### src/rtl/pipelined_tree_adder.sv
// Pipelined unsigned adder tree: NUM_IN operands reduced pairwise through
// log2(NUM_IN) registered levels, with a valid/ready handshake and global stall.

module tree_node #(
    parameter int W = 9
) (
    input  logic         clk,
    input  logic         reset_n,
    input  logic         en,
    input  logic [W-2:0] a,
    input  logic [W-2:0] b,
    output logic [W-1:0] sum
);
    always_ff @(posedge clk) begin
        if (!reset_n)
            sum <= '0;
        else if (en)
            sum <= {1'b0, a} + {1'b0, b};
    end
endmodule

module pipelined_tree_adder #(
    parameter int WIDTH  = 8,
    parameter int NUM_IN = 4
) (
    input  logic                              clk,
    input  logic                              reset_n,
    input  logic                              in_valid,
    output logic                              in_ready,
    input  logic [NUM_IN*WIDTH-1:0]           in_data,
    output logic                              out_valid,
    input  logic                              out_ready,
    output logic [WIDTH+$clog2(NUM_IN)-1:0]   out_sum
);
    localparam int LEVELS = $clog2(NUM_IN);

    logic              advance;
    logic [LEVELS:1]   vld_q;
    logic [LEVELS:0]   vld_pipe;

    assign advance   = !out_valid || out_ready;
    assign in_ready  = advance;
    assign vld_pipe  = {vld_q, in_valid};
    assign out_valid = vld_pipe[LEVELS];

    always_ff @(posedge clk) begin
        if (!reset_n)
            vld_q <= '0;
        else if (advance)
            vld_q <= vld_pipe[LEVELS-1:0];
    end

    // Data registers only load behind a valid stage, so out_sum stays 0 after
    // reset until the first real result arrives.
    for (genvar k = 0; k <= LEVELS; k++) begin : g_lvl
        localparam int N = NUM_IN >> k;
        localparam int W = WIDTH + k;
        logic [N-1:0][W-1:0] node;
        if (k == 0) begin : g_src
            assign node = in_data;
        end else begin : g_add
            for (genvar j = 0; j < N; j++) begin : g_node
                tree_node #(.W(W)) u_node (
                    .clk     (clk),
                    .reset_n (reset_n),
                    .en      (advance && vld_pipe[k-1]),
                    .a       (g_lvl[k-1].node[2*j]),
                    .b       (g_lvl[k-1].node[2*j+1]),
                    .sum     (node[j])
                );
            end
        end
    end

    assign out_sum = g_lvl[LEVELS].node;
endmodule

### config.mk
export PLATFORM = sky130hd
export DESIGN_NAME = pipelined_tree_adder
export DESIGN_NICKNAME = d
export VERILOG_FILES = /design/src/rtl/pipelined_tree_adder.sv
export SDC_FILE = /design/constraint.sdc
export NUM_CORES = 1
export LEC_CHECK = 0
export CAP_MARGIN = 5
export CORE_AREA = 2 2 67 69
export DETAILED_ROUTE_END_ITERATION = 6
export DIE_AREA = 0 0 69 71
export PLACE_DENSITY = 0.84
export SYNTH_ARGS = -nofsm -noshare
export SYNTH_HDL_FRONTEND = slang
export SYNTH_SLANG_ARGS = --single-unit
### constraint.sdc
create_clock -name clk -period 3.91 [get_ports clk]
set_input_delay 0.5865 -clock clk [delete_from_list [all_inputs] [get_ports clk]]
set_output_delay 0.5865 -clock clk [all_outputs]
set_load 0.005 [all_outputs]
Yosys cells after proc, flatten, opt, wreduce, memory -nomap -nowiden
Index checks and enable logic that the tools add are counted.
Widths: inputs -> output; s select.
{"block": "totals", "regBits": 30, "input_bits": 36, "output_inout_bits": 12}
{"block": "op_classes", "add_sub_neg": 3, "n_reduce_logical": 4}
{"op": "$add 8x8->9", "n": 2}
{"op": "$add 9x9->10", "n": 1}
{"op": "$logic_and 1x1->1", "n": 2}
{"op": "$logic_not 1->1", "n": 1}
{"op": "$logic_or 1x1->1", "n": 1}

Longest topological paths before layout
Gate-level depths: netlist of the first run.
{"block": "logic_depth", "depth_word": 3, "ltp_mapped": 7, "depth_no_buf": 7}

By module
A second synthesis of the first run with hierarchy kept.
{"block": "unflattened", "cells_unflattened": 229, "area_unflattened_um2": 2132.0}
{"module": "tree_node at g_lvl[1].g_add.g_node[0].u_node ...", "instances": 2, "cells_each": 71, "area_per_inst_um2": 656.9}
{"module": "tree_node at g_lvl[2].g_add.g_node[0].u_node", "instances": 1, "cells_each": 77, "area_per_inst_um2": 720.7}
{"module": "pipelined_tree_adder", "instances": 1, "cells_each": 10, "area_per_inst_um2": 97.6}

Worst setup path after synthesis of the first run
No wires, ideal clock.
{"block": "synth_timing", "kind": "input-to-reg", "startpoint": "in in_data[16]", "endpoint": "reg g_lvl[1].g_add.g_node[1].u_node.sum[8]", "setup_time_ps": 133, "t_arrival_ps": 2000, "t_required_ps": 3777, "path_slack_ps": 1777, "cell_stages": 6, "path_buffers": 0, "path_cell_list": "ha_1 > fa_1 > a21oi_1 > o211ai_1 > a2111oi_0 > nor3_1"}
{"block": "synth_between", "elab_chain_cells": 1}
{"element": "start, declared", "line_no": "30", "text": "input logic [NUM_IN*WIDTH-1:0] in_data,"}
{"element": "$add 8x8->9", "line_no": "18", "text": "sum <= {1'b0, a} + {1'b0, b};"}
{"element": "end signal, assigned", "line_no": "18"}
{"element": "end, declared", "line_no": "12", "text": "output logic [W-1:0] sum"}
No other way between the ends.
A chain may end at the register's enable or synchronous reset.

Worst setup path in the final report of the first run
Ends and elaborated chain as after synthesis.

==> results of run 1 <==
==> worst min-delay path by stage <==
stage	startpoint	to	slack, ps	cells after the start
after floorplan	g_lvl[1].g_add.g_node[1].u_node.sum[3]	g_lvl[1].g_add.g_node[1].u_node.sum[3]	440	2
after global placement	g_lvl[2].g_add.g_node[0].u_node.sum[4]	g_lvl[2].g_add.g_node[0].u_node.sum[4]	440	2
after detailed placement	g_lvl[2].g_add.g_node[0].u_node.sum[4]	g_lvl[2].g_add.g_node[0].u_node.sum[4]	440	2
after CTS	g_lvl[2].g_add.g_node[0].u_node.sum[4]	g_lvl[2].g_add.g_node[0].u_node.sum[4]	450	2
after global routing	g_lvl[2].g_add.g_node[0].u_node.sum[2]	g_lvl[2].g_add.g_node[0].u_node.sum[2]	460	2
final	g_lvl[2].g_add.g_node[0].u_node.sum[2]	g_lvl[2].g_add.g_node[0].u_node.sum[2]	450	2
==> power groups by stage <==
stage / Combinational (mW) / Clock (mW) / Sequential, mW
CTS: 0.276 / 0.308 / 0.347
finish: 0.278 / 0.305 / 0.348
detailed placement: 0.273 / 0 / 0.354
floorplan: 0.188 / 0 / 0.350
global route: 0.309 / 0.314 / 0.350
global placement: 0.266 / 0 / 0.353
==> cell type report <==
| type | count | area share (%) |
|---|---|---|
| Clock buffer | 7 | 2.70 |
| Clock inverter | 1 | 1.06 |
| Inverter | 16 | 2.30 |
| Multi-Input combinational cell | 211 | 53.5 |
| Sequential cell | 30 | 21.3 |
| Tap cell | 52 | 2.30 |
| Timing Repair Buffer | 48 | 16.9 |
==> placed cells by master (no fill, tap or decap), types with 4 or more instances in the layout <==
master	instances
sky130_fd_sc_hd__nor2_1	16
sky130_fd_sc_hd__nand4_1	4
sky130_fd_sc_hd__xnor2_1	5
sky130_fd_sc_hd__a21o_1	5
sky130_fd_sc_hd__dfxtp_1	30
sky130_fd_sc_hd__ha_1	25
sky130_fd_sc_hd__o21ai_0	10
sky130_fd_sc_hd__o21a_1	5
sky130_fd_sc_hd__a21oi_1	23
sky130_fd_sc_hd__nor3_1	5
sky130_fd_sc_hd__clkdlybuf4s50_1	47
sky130_fd_sc_hd__nand2_1	29
sky130_fd_sc_hd__nand3_1	8
sky130_fd_sc_hd__a41oi_1	4
sky130_fd_sc_hd__a211o_1	8
sky130_fd_sc_hd__inv_1	15
sky130_fd_sc_hd__o211ai_1	7
sky130_fd_sc_hd__clkbuf_8	5
sky130_fd_sc_hd__a211oi_1	5
==> stage by stage <==
| step | cells | power (mW) |
|---|---|---|
| floorplan | 268 | 0.538 |
| global placement | 357 | 0.620 |
| finish | 365 | 0.930 |
| detailed placement | 357 | 0.627 |
| global route | 365 | 0.972 |
| CTS | 365 | 0.931 |
==> state kept, by name, summed over array words and instances (netlist names) <==
register	cells
g_lvl.g_add.g_node.u_node.sum	28
vld_q	2
==> routing by layer <==
layer  up-vias  track usage (%)  part of all wire (%)  wire, um
li1       1088                -                     -         -
met1      1004             24.8                    41      2110
met2        80             37.4                    50      2520
met3        17             4.42                   6.2       316
met4         0             9.59                   2.7       138
met5         -                0                     0         0
==> worst min-delay path, delay by kind of cell (launching register included) <==
family	cells	cell delay [ps]
compound gates	1	50
flops	1	310
simple gates	1	50
==> logic make-up after synthesis <==
group                    after synthesis
AND/OR/NAND/NOR                       83
adder cells (fa/ha/maj)               28
AO/OA/AOI/OAI                         95
buffers and inverters                 27
flip-flops                            30
XOR/XNOR                               5
==> impl_table.tex, run 1 <==
\begin{tabular}{lr}
\hline
Metric & Value \\
\hline
\multicolumn{2}{l}{\textbf{Status}} \\
Outcome & complete, no violations \\
\multicolumn{2}{l}{\textbf{Critical path}} \\
Buffers plus inverters on the worst setup path & 1 \\
Kind of launch point of the worst setup path & input port \\
Data arrival time of the critical path & 2760 ps \\
Critical Path Sink Type & register \\
Critical-path cell list & clkdlybuf4s50\_1 > ha\_1 > fa\_1 > a21oi\_1 > o211ai\_1 > a2111oi\_0 > nor3\_1 \\
Data required, critical path & 4070 ps \\
Register-to-register setup slack & 1920 ps \\
Worst setup path class & input port to register \\
Critical path launch point & in\_data[16] \\
CP delay by family, top & compound AO/OA/AOI/OAI gates \\
Max Fanout on Critical Path & 3 \\
Capture point of the critical path & g\_lvl[1].g\_add.g\_node[1].u\_node.sum[8] \\
Slowest library cell on the worst path & sky130\_fd\_sc\_hd\_\_a2111oi\_0 \\
Critical path depth in cells & 7 \\
Crit-path max cell delay & 500 ps \\
Capturing point of the worst reg2reg path & g\_lvl[2].g\_add.g\_node[0].u\_node.sum[8] \\
Reg-to-reg critical path startpoint & g\_lvl[1].g\_add.g\_node[0].u\_node.sum[0] \\
Worst-case reg-to-reg path depth & 7 \\
\multicolumn{2}{l}{\textbf{Timing}} \\
Fmax & 385 MHz \\
Worst Max-Slew Pin Slew & 738 ps \\
Share of the clock period used by the worst path after layout & 66.4\% \\
Worst rel slew slack & 50.7\% \\
Largest clock skew in the final design & 8.65 ps \\
Hold\_ws & 450 ps \\
Hold Vio Cnt, Final & 0 \\
Count of endpoints failing setup in the final report & 0 \\
Setup ws final & 1310 ps \\
Number of pins exceeding their max-slew limit in the final report & 0 \\
Minimum period implied by the final worst setup slack & 2600 ps \\
Setup repair after global routing missed its margin & false \\
Setup TNS & 0 ps \\
\multicolumn{2}{l}{\textbf{Global route}} \\
Total routing usage reported by global routing & 21.2\% \\
Global-route congestion overflow total & 0 \\
Via count of the first global-routing pass & 1,980 \\
Number of antenna violations at the first check in global routing & 0 \\
Maximum number of pins on one net before global-route repair & 28 \\
Wire length of the first global-routing pass & 8470 um \\
\multicolumn{2}{l}{\textbf{Layout}} \\
Footprint of the multi-input gates & 0.00151 mm2 \\
Final instance area & 0.00283 mm2 \\
Fill cells & 364 \\
Fin util & 67.2\% \\
Antenna cell count & 0 \\
Total number of nets in the final design & 376 \\
Storage cell area & 601 um2 \\
Layout Area Growth over Synthesis & 25.8\% \\
Layout cell share with drive strength beyond 1 & 7.03\% \\
\multicolumn{2}{l}{\textbf{Yosys}} \\
Synth top area share & 26.7\% \\
Number of warnings printed during yosys synthesis & 0 \\
Yosys cell types & 50 \\
Xor-xnor portion of the synthesized cell area & 1.95\% \\
Proportion of synthesized area in mux cells & 0\% \\
Yosys top cell by area & sky130\_fd\_sc\_hd\_\_dfxtp\_1 \\
Largest family of logic cells by synthesized area & compound AO/OA/AOI/OAI gates \\
Synth async-reset ratio & 0\% \\
Top cells by instance count after synthesis & sky130\_fd\_sc\_hd\_\_dfxtp\_1 (30), sky130\_fd\_sc\_hd\_\_nand2\_1 (29), sky130\_fd\_sc\_hd\_\_ha\_1 (25) \\
Portion of the post-synthesis area used by sequential elements & 26.7\% \\
Adder-cell area share of the yosys netlist & 16.6\% \\
Yosys reg bits & 30 \\
Post-Syn Area per Cell & 8.38 um2 \\
Post-Syn Nets & 332 \\
Simple-gate portion of the synthesized area & 17.9\% \\
Number of flops mapped to enable cells by yosys & 0 \\
Post-Syn Area & 0.00225 mm2 \\
Ranking of synthesized cells by area & sky130\_fd\_sc\_hd\_\_dfxtp\_1 (27\%), sky130\_fd\_sc\_hd\_\_ha\_1 (14\%), sky130\_fd\_sc\_hd\_\_a21oi\_1 (5.1\%) \\
Most used flip-flop cell after synthesis & sky130\_fd\_sc\_hd\_\_dfxtp\_1 \\
Most repeated cell in the gate-level netlist after synthesis & sky130\_fd\_sc\_hd\_\_dfxtp\_1 \\
Count of mapped cells out of synthesis & 268 \\
Compound-Gate Fraction of Synth Area & 30.8\% \\
\multicolumn{2}{l}{\textbf{Detailed routing}} \\
Post-route antenna net violation count & 0 \\
Wire length per cell & 13.9 um \\
Initial detailed-routing violation count & 133 \\
Number of vias in the routed layout & 2,189 \\
Post-route DRC violation count & 0 \\
Routed wire length & 5080 um \\
Number of optimization iterations in the first detailed-route pass & 4 \\
Per-cell via count in the routed design & 6.00 \\
\multicolumn{2}{l}{\textbf{Pwr}} \\
Flop pwr share & 37.4\% \\
Internal power consumption & 0.658 mW \\
Combinational power share & 29.8\% \\
Pwr Density & 329 mW/mm2 \\
Part of the total power dissipated in the clock network & 32.8\% \\
Net switching power & 0.272 mW \\
Fraction of power spent switching nets & 29.2\% \\
Worst IR drop on VDD & 197 uV \\
Pleak & 1.13 nW \\
\multicolumn{2}{l}{\textbf{Floorplan}} \\
Die area & 0.00490 mm2 \\
Horiz. Die Dim & 69 um \\
Starting density of the core & 53.4\% \\
Top-level port count & 48 \\
Area of the core & 0.00420 mm2 \\
Row cnt & 24 \\
Die extent in y & 71 um \\
\multicolumn{2}{l}{\textbf{Clock network}} \\
Number of buffers added for setup after CTS & 0 \\
CTS clk-pin slew, worst paths & 70 ps \\
CTS Hold Bufs & 0 \\
Root buffer cell & sky130\_fd\_sc\_hd\_\_clkbuf\_8 \\
H-tree depth & 2 \\
Count of instances resized after the clock tree is built & 0 \\
Clock tree sinks & 30 \\
Number of buffers created by CTS & 5 \\
CTS tree & done \\
Skew-Pair Late Insertion Delay & 290 ps \\
Maximum clock insertion buffer count & 2 \\
\multicolumn{2}{l}{\textbf{Place}} \\
Final weighted congestion in routability-driven placement & 0.863 \\
Post-placement worst setup slack & 1090 ps \\
Total half-perimeter wirelength after legalization and detailed placement & 3850 um \\
Number of port buffers & 47 \\
Placement-stage cell area & 0.00272 mm2 \\
\multicolumn{2}{l}{\textbf{Min path}} \\
Class of the worst hold path & register to register \\
\multicolumn{2}{l}{\textbf{Job}} \\
Number of max-cap violations & 0 \\
\hline
\end{tabular}
(Power assumes the default switching activity.)
==> run 2, diff against run 1 <==
--- a/config.mk
+++ b/config.mk
@@ -6,10 +6,10 @@
 export NUM_CORES = 1
 export LEC_CHECK = 0
 export CAP_MARGIN = 5
-export CORE_AREA = 2 2 67 69
+export CORE_AREA = 2 2 73 75
 export DETAILED_ROUTE_END_ITERATION = 6
-export DIE_AREA = 0 0 69 71
-export PLACE_DENSITY = 0.84
+export DIE_AREA = 0 0 75 77
+export PLACE_DENSITY = 0.75
 export SYNTH_ARGS = -nofsm -noshare
 export SYNTH_HDL_FRONTEND = slang
 export SYNTH_SLANG_ARGS = --single-unit
==> constraint.sdc (replaced) <==
create_clock -name clk -period 2.1 [get_ports clk]
set_input_delay 0.315 -clock clk [delete_from_list [all_inputs] [get_ports clk]]
set_output_delay 0.315 -clock clk [all_outputs]
set_load 0.005 [all_outputs]
==> impl_table.tex, run 2 (synthesis gave the netlist of run 1 again) <==
\begin{tabular}{lr}
\hline
Metric & Value \\
\hline
\multicolumn{2}{l}{\textbf{Detailed routing}} \\
Per-cell via count in the routed design & 5.43 (-9.4\%) \\
Post-route antenna net violation count & 0 (unchanged) \\
Initial detailed-routing violation count & 100 (-25\%) \\
Wire length per cell & 13.3 um (-4.5\%) \\
Number of optimization iterations in the first detailed-route pass & 4 (unchanged) \\
Number of vias in the routed layout & 2,156 (-1.5\%) \\
Post-route DRC violation count & 0 (unchanged) \\
Routed wire length & 5280 um (+3.9\%) \\
\multicolumn{2}{l}{\textbf{Timing}} \\
Setup ws final & 69.2 ps (-1250 ps) \\
Share of the clock period used by the worst path after layout & 96.7\% \\
Largest clock skew in the final design & 3.13 ps (-5.52 ps) \\
Worst Max-Slew Pin Slew & 492 ps (-247 ps) \\
Hold\_ws & 450 ps (-0.0960 ps) \\
Count of endpoints failing setup in the final report & 0 (unchanged) \\
Number of pins exceeding their max-slew limit in the final report & 0 (unchanged) \\
Fmax & 492 MHz \\
Worst rel slew slack & 67.2\% (+16 points) \\
Setup TNS & 0 ps (unchanged) \\
Hold Vio Cnt, Final & 0 (unchanged) \\
Minimum period implied by the final worst setup slack & 2030 ps \\
\multicolumn{2}{l}{\textbf{Clock network}} \\
Clock tree sinks & 30 (unchanged) \\
H-tree depth & 2 (unchanged) \\
CTS tree & done \\
CTS clk-pin slew, worst paths & 60 ps (about the same) \\
Maximum clock insertion buffer count & 2 (unchanged) \\
CTS Hold Bufs & 0 (unchanged) \\
Root buffer cell & sky130\_fd\_sc\_hd\_\_clkbuf\_8 \\
Number of buffers created by CTS & 5 (unchanged) \\
Skew-Pair Late Insertion Delay & 290 ps (about the same) \\
\multicolumn{2}{l}{\textbf{Critical path}} \\
Slowest library cell on the worst path & sky130\_fd\_sc\_hd\_\_fa\_1 \\
Data arrival time of the critical path & 2200 ps (-560 ps) \\
Worst-case reg-to-reg path depth & 7 (unchanged) \\
Critical-path cell list & clkdlybuf4s50\_1 > ha\_1 > fa\_1 > a21oi\_2 > o211ai\_1 > a2111oi\_2 > nor3\_1 \\
Critical Path Sink Type & register \\
Worst setup path class & input port to register \\
Data required, critical path & 2270 ps (-1800 ps) \\
Crit-path max cell delay & 420 ps (-80 ps) \\
Max Fanout on Critical Path & 2 (-1) \\
Kind of launch point of the worst setup path & input port \\
\multicolumn{2}{l}{\textbf{Layout}} \\
Final instance area & 0.00295 mm2 (+4.3\%) \\
Count of placed standard cells in the final layout, fillers left out & 397 (+8.8\%) \\
Total number of nets in the final design & 390 (+3.7\%) \\
Antenna cell count & 0 (unchanged) \\
Largest register FFs & 28 (unchanged) \\
Largest Register & g\_lvl.g\_add.g\_node.u\_node.sum \\
Registers with the most flip-flops & g\_lvl.g\_add.g\_node.u\_node.sum x28, vld\_q x2 \\
Layout cell share with drive strength beyond 1 & 11.9\% (+4.9 points) \\
Most frequent cells in the layout & sky130\_fd\_sc\_hd\_\_clkdlybuf4s50\_1 (47), sky130\_fd\_sc\_hd\_\_dfxtp\_1 (30), sky130\_fd\_sc\_hd\_\_nand2\_1 (29), sky130\_fd\_sc\_hd\_\_ha\_1 (25), sky130\_fd\_sc\_hd\_\_a21oi\_1 (22) \\
Leading cell type in the layout, fill and taps excluded & sky130\_fd\_sc\_hd\_\_clkdlybuf4s50\_1 \\
Fin util & 59.2\% (-8.0 points) \\
Fill cells & 455 (+25\%) \\
Layout Area Growth over Synthesis & 31.3\% \\
\multicolumn{2}{l}{\textbf{Global route}} \\
Global-route congestion overflow total & 0 (unchanged) \\
Number of antenna violations at the first check in global routing & 0 (unchanged) \\
Maximum number of pins on one net before global-route repair & 27 (-3.6\%) \\
Via count of the first global-routing pass & 2,059 (+4.0\%) \\
Total routing usage reported by global routing & 19.7\% (-1.5 points) \\
Wire length of the first global-routing pass & 8840 um (+4.4\%) \\
\multicolumn{2}{l}{\textbf{Floorplan}} \\
Top-level port count & 48 (unchanged) \\
Area of the core & 0.00498 mm2 (+18\%) \\
Die area & 0.00578 mm2 (+18\%) \\
Horiz. Die Dim & 75 um (+8.7\%) \\
Row cnt & 26 (+8.3\%) \\
Die extent in y & 77 um (+8.5\%) \\
Starting density of the core & 45.1\% (-8.3 points) \\
\multicolumn{2}{l}{\textbf{Pwr}} \\
Power Total & 1.69 mW (+81\%) \\
Pleak & 1.20 nW (+5.7\%) \\
Worst IR drop on VDD & 320 uV (+62\%) \\
Pwr Density & 573 mW/mm2 (+74\%) \\
\multicolumn{2}{l}{\textbf{Status}} \\
Outcome & complete, no violations \\
\multicolumn{2}{l}{\textbf{Place}} \\
Placement-stage cell area & 0.00285 mm2 (+4.7\%) \\
Final weighted congestion in routability-driven placement & 0.875 (+1.4\%) \\
Number of placed cells counting well taps & 389 (+9.0\%) \\
Post-placement worst setup slack & -316 ps (-1400 ps) \\
Number of port buffers & 47 (unchanged) \\
Total half-perimeter wirelength after legalization and detailed placement & 4080 um (+5.8\%) \\
\multicolumn{2}{l}{\textbf{Min path}} \\
Class of the worst hold path & register to register \\
Number of cells on the worst hold path & 2 (unchanged) \\
\multicolumn{2}{l}{\textbf{Job}} \\
Number of max-cap violations & 0 (unchanged) \\
\hline
\end{tabular}
-- run 2: power breakdown --
part / switching, mW / internal, mW
Sequential: 0.0290 / 0.618
Clock: 0.226 / 0.264
Combinational: 0.271 / 0.280
Total: 0.526 / 1.16
-- run 2: layout make-up --
class	instances	area, um2	share of cell area [%]
inverters	16	65.1	2.21
clock inverters	1	5.00	0.170
repair buffers	62	583	19.8
well taps	70	87.6	2.97
clock buffers	7	86.3	2.93
flip-flops and latches	30	601	20.4
multi-input cells	211	1520	51.6
-- run 2: path summary, 6_finish.rpt --
kind                                                        startpoint                                     end  slack (ps)
worst min-delay path            g_lvl[2].g_add.g_node[0].u_node.sum[4]  g_lvl[2].g_add.g_node[0].u_node.sum[4]         450
worst max register to register  g_lvl[1].g_add.g_node[0].u_node.sum[0]  g_lvl[2].g_add.g_node[0].u_node.sum[8]         160
worst max-delay path                                       in_data[16]  g_lvl[1].g_add.g_node[1].u_node.sum[8]          70
worst min register to register  g_lvl[2].g_add.g_node[0].u_node.sum[4]  g_lvl[2].g_add.g_node[0].u_node.sum[4]         450
-- run 2: critical path: cells and delay by family --
| family | cells | cell delay, ps |
|---|---|---|
| compound gates | 3 | 740 |
| fa+ha+maj | 2 | 650 |
| simple gates | 1 | 100 |
| buf+inv | 1 | 410 |
-- run 2: metal layers --
| layer | routed length [um] | vias up | global-route usage (%) |
|---|---|---|---|
| li1 | - | 1114 | - |
| met1 | 2420 | 974 | 24.3 |
| met2 | 2540 | 60 | 31.8 |
| met3 | 228 | 8 | 4.20 |
| met4 | 92 | 0 | 9.11 |
| met5 | 0 | - | 0 |
-- run 2: what timing repair did --
action,4_1_cts,5_1_grt
setup endpoints to repair,1,1
setup buffers,0,0
gates resized for setup,2,1
pin swaps,0,2
